### config.mk
export PLATFORM = sky130hd
export DESIGN_NAME = kernel_product_streamer
export DESIGN_NICKNAME = d
export VERILOG_FILES = /design/src/rtl/conv_pkg.sv /design/src/rtl/tap_mult.sv /design/src/rtl/kernel_product_streamer.sv
export SDC_FILE = /design/constraint.sdc
export NUM_CORES = 1
export LEC_CHECK = 0
export CAP_MARGIN = 15
export CORE_MARGIN = 3
export CORE_UTILIZATION = 45
export CTS_CLUSTER_DIAMETER = 60
export DETAILED_ROUTE_END_ITERATION = 10
export PLACE_DENSITY = 0.7
export RECOVER_POWER = 25
export SKIP_CTS_REPAIR_TIMING = 1
export SYNTH_ARGS = -nofsm -noshare
export SYNTH_HDL_FRONTEND = slang
export SYNTH_SLANG_ARGS = --single-unit
### constraint.sdc
create_clock -name clk -period 11.2 [get_ports clk]
set_input_delay 1.12 -clock clk [delete_from_list [all_inputs] [get_ports clk]]
set_output_delay 1.12 -clock clk [all_outputs]
set_load 0.02 [all_outputs]
### src/rtl/conv_pkg.sv
// Shared defaults and FSM state type for the convolution datapath
// (product streamer and accumulator stage).
package conv_pkg;

  localparam int DEF_PIX_W  = 8;
  localparam int DEF_COEF_W = 5;
  localparam int DEF_TAPS   = 9;
  localparam int DEF_PROD_W = DEF_PIX_W + DEF_COEF_W + 1;

  typedef enum logic {
    IDLE   = 1'b0,
    STREAM = 1'b1
  } state_t;

endpackage

### src/rtl/tap_mult.sv
// Combinational multiply of an unsigned pixel by a signed coefficient.
// Result is full precision; PROD_W always holds the exact product.
module tap_mult #(
  parameter  int PIX_W  = 8,
  parameter  int COEF_W = 5,
  localparam int PROD_W = PIX_W + COEF_W + 1
) (
  input  logic        [PIX_W-1:0]  pix,
  input  logic signed [COEF_W-1:0] coef,
  output logic signed [PROD_W-1:0] prod
);

  logic signed [PROD_W-1:0] pix_ext;
  logic signed [PROD_W-1:0] coef_ext;

  // Pixel is zero-extended (unsigned), coefficient sign-extended.
  assign pix_ext  = $signed(PROD_W'(pix));
  assign coef_ext = PROD_W'(coef);
  assign prod     = pix_ext * coef_ext;

endmodule

### src/rtl/kernel_product_streamer.sv
// Captures a pixel window plus kernel coefficients and streams one tap product
// per accepted beat. Define CONV_OVERLAP_EN for back-to-back windows.
module kernel_product_streamer
  import conv_pkg::*;
#(
  parameter  int PIX_W  = DEF_PIX_W,
  parameter  int COEF_W = DEF_COEF_W,
  parameter  int TAPS   = DEF_TAPS,
  localparam int PROD_W = PIX_W + COEF_W + 1
) (
  input  logic                      clk,
  input  logic                      rst_n,
  input  logic [TAPS*PIX_W-1:0]     in_window,
  input  logic [TAPS*COEF_W-1:0]    in_coefs,
  input  logic                      in_valid,
  output logic                      in_ready,
  output logic signed [PROD_W-1:0]  out_prod,
  output logic                      out_valid,
  output logic                      out_last,
  input  logic                      out_ready
);

  localparam int CNT_W = (TAPS > 1) ? $clog2(TAPS) : 1;
  localparam logic [CNT_W-1:0] LAST_TAP = CNT_W'(TAPS - 1);

  state_t                    state_q, state_d;
  logic                      ready_en_q;
  logic [CNT_W-1:0]          tap_q;
  logic [TAPS*PIX_W-1:0]     win_q;
  logic [TAPS*COEF_W-1:0]    coef_q;
  logic signed [PROD_W-1:0]  prod;
  logic                      capture;
  logic                      accept;

  assign out_valid = (state_q == STREAM);
  assign out_last  = out_valid && (tap_q == LAST_TAP);
  assign accept    = out_valid && out_ready;
  assign capture   = in_valid && in_ready;

  // NOTE: sequential state uses non-blocking assignments only, so every flop
  // samples the pre-edge values regardless of block ordering.
  always_ff @(posedge clk or negedge rst_n) begin
    if (!rst_n) begin
      state_q    <= IDLE;
      ready_en_q <= 1'b0;
    end else begin
      state_q    <= state_d;
      ready_en_q <= 1'b1;
    end
  end

  // NOTE: defaults are assigned first so no path through the case leaves an
  // output unassigned, which would otherwise infer a latch.
  always_comb begin
    state_d  = state_q;
    in_ready = 1'b0;
    case (state_q)
      IDLE: begin
        in_ready = ready_en_q;
        if (in_valid && ready_en_q) state_d = STREAM;
      end
      STREAM: begin
        if (accept && out_last) begin
`ifdef CONV_OVERLAP_EN
          in_ready = 1'b1;
          state_d  = in_valid ? STREAM : IDLE;
`else
          state_d  = IDLE;
`endif
        end
      end
      default: state_d = IDLE;
    endcase
  end

  // NOTE: the window and coefficient buffers are plain flops, not a RAM, so
  // they are cleared on reset like any other state.
  always_ff @(posedge clk or negedge rst_n) begin
    if (!rst_n) begin
      win_q  <= '0;
      coef_q <= '0;
      tap_q  <= '0;
    end else begin
      if (capture) begin
        win_q  <= in_window;
        coef_q <= in_coefs;
      end
      if (capture)     tap_q <= '0;
      else if (accept) tap_q <= out_last ? '0 : tap_q + 1'b1;
    end
  end

  tap_mult #(
    .PIX_W  (PIX_W),
    .COEF_W (COEF_W)
  ) u_tap_mult (
    .pix  (win_q[tap_q*PIX_W +: PIX_W]),
    .coef (coef_q[tap_q*COEF_W +: COEF_W]),
    .prod (prod)
  );

  assign out_prod = out_valid ? prod : '0;

endmodule

==> flow_summary.toml <==
[clock_tree]
h-tree-depth = 4
cts_buffer_depth = 2
clkTransAtPathRegs_ns = 0.05
clockRootBuffer = "clkbuf_16"
cts_made_buffers = 17
clock-sinks = 123
cts_tree = "built"
insertion_delay_ns = 0.41

[run_status]
violations = "max-capacitance violations, max-slew violations"
outcome = "finished, violations left"

[setup_path]
cp-end-kind = "output pin"
rr_startpoint = "out_valid"
reg2reg_to = "win_q[12]"
worstPathMaxFanout = 27
crit_required_ns = 10.08
rr_worst_depth = 4
critPathArrivalTime_ns = 6.73
worstSetupStartpointType = "flip-flop"
crit_type = "flip-flop to output pin"
rrSetupSlack_ns = 8.24

[min_path]
holdPathEnd = "coef_q[19]"
holdCritStartpoint = "coef_q[19]"
holdPathStages = 1
hp-class = "flip-flop to flip-flop"

[placed_design]
globalplace.congestion = 0.8359
place_area_um2 = 8566
portBuffers = 137
dpl.hpwl_um = 12120

[sta]
rsz0062_at_grt = "false"
worst_pin_slew_ns = 3.825
tns_ns = 0
hold_viol_final = 0
max_freq_ghz = 0.1275
setup_viol = 0
period_minus_slack_ns = 7.846
slew_violations = 74
post-route-period-util_pct = 70.05
max-slew-margin-rel_pct = -155.0
fin_worst_skew_ns = 0.007525
hold_ws_ns = 0.5002

[cells_and_area]
antennaDiodeCount = 0
fill_cells = 1247
most-common-layout-cells = "mux2_2 (137), clkdlybuf4s50_1 (136), dfrtp_1 (122)"
drive_gt1_share_pct = 28.41
num-nets-final = 868
final_cell_area_um2 = 9165
syn_to_final_growth_pct = 29.51
mostFrequentLayoutCell = "mux2_2"

[drt]
vias_per_cell = 5.166
num_vias = 4763
wl_um = 16430
drc = 0
wl_per_cell_um = 17.82
antenna_left = 0
initialDrtViolationCount = 281
drtPass1Iterations = 4

[global_route]
grt_pass1_wl_um = 27100
track_usage_pct = 19.73
grt_pass1_vias = 5209
grt_max_degree = 78
grt-ovfl-total = 0
grt_antenna_before_repair = 1

[floorplan]
num_rows = 45
coreArea_um2 = 15310
dieWidth_um = 131.4
start_util_pct = 46.21
die_y_um = 131.4
ios = 138
fp.dieArea_um2 = 17270

[yosys]
synth-seq-area-share_pct = 43.49
synth.cell_area_um2 = 7077
avgSynthCellArea_um2 = 12.46
ys.flop_type = "dfrtp_1"
synthArstFlopShare_pct = 100.0
yosys.cell_types.count = 47
syn_nets = 738
syn_inst = 568
yosys_warnings = 0
synth_seq_cells = 123
synth-edff-count = 0

[run]
drv_cap = 1
[synth_stat cells (2+ instances only)]
master	n	area, µm²
o22ai_1	13	81.33
buf_2	18	90.09
mux2_1	6	67.56
inv_1	39	146.4
a21oi_4	4	65.06
nor2_1	44	165.2
nand2b_1	4	25.02
and2_1	14	87.58
a21o_1	3	22.52
o211ai_1	2	15.01
xor2_1	2	17.52
nor3_1	15	75.07
clkbuf_1	7	26.28
a31oi_1	2	12.51
xnor2_1	4	35.03
o21ai_0	5	25.02
nor2b_1	7	43.79
nand3_1	5	25.02
nand2_1	9	33.78
fa_1	19	380.4
a211oi_1	2	15.01
a21oi_1	8	40.04
mux4_2	13	292.8
or2_1	4	25.02
dfrtp_1	123	3078
buf_6	3	33.78
mux2_2	137	1543
ha_1	30	375.4
a21oi_2	8	70.07
[kinds of logic (layout without fill, tap and decap cells)]
group           after synthesis  after routing  share of synthesized area (%)
simple gates                108            108                          7.708
xor+xnor                      6              6                         0.7426
flops                       123            123                          43.49
mux                         157            157                          27.03
other cells                   1              1                        0.05299
buf+inv                      70            213                          4.632
fa+ha+maj                    49             49                          10.68
compound gates               54             54                          5.658
[stage by stage]
| step | util [%] | cells | worst slack (ns) |
|---|---|---|---|
| finish | 59.84 | 922 | 3.354 |
| global placement | 55.93 | 890 | 3.901 |
| CTS | 59.87 | 922 | 3.308 |
| global route | 59.84 | 922 | 2.970 |
| floorplan | - | 568 | 5.369 |
| detailed placement | 55.93 | 890 | 3.744 |
[layout make-up]
cell class	instances	area (µm²)	area share, %
multi-input cells	375	3674	40.08
well taps	211	264.0	2.881
clock buffers	21	460.4	5.024
repair buffers	141	1395	15.22
inverters	40	150.1	1.638
clock inverters	11	142.6	1.556
flip-flops and latches	123	3079	33.60
[state kept, by name, indices dropped and copies added (netlist names)]
name	count
win_q	72
tap_q	4
ready_en_q	1
coef_q	45
out_valid	1
[per-layer routing]
metal	share of wire (%)	wire length, µm	up-vias	global-route usage (%)
li1	-	-	2244	-
met1	45	7373	2387	26.05
met2	49	8097	113	32.21
met3	4.3	714	17	5.513
met4	1.4	229	2	5.251
met5	0.079	13	-	0
[worst max path at each step]
stage,start,endpoint
after floorplan,tap_q[0],out_prod[13]
after global placement,tap_q[0],out_prod[13]
after detailed placement,tap_q[0],out_prod[13]
after CTS,tap_q[0],out_prod[13]
after global routing,tap_q[0],out_prod[13]
final,tap_q[0],out_prod[13]
[critical path, stage by stage, from the launching register on]
cell and delay (ns):
dfrtp_2 0.77, buf_4 0.44, mux4_2 0.56, nor2_1 0.10, nor3_1 0.08, a21oi_2 0.35
inv_1 0.15, fa_1 0.56, inv_1 0.05, fa_1 0.46, fa_1 0.54, inv_1 0.07
fa_1 0.49, a211oi_1 0.39, o21ai_1 0.16, a41oi_1 0.27, xnor2_1 0.14, and2_1 0.13
clkdlybuf4s50_1 0.60
Power is left out: the tool's default activity adds up to more than one toggle a clock period on the data nets, which glitch-free logic cannot reach.
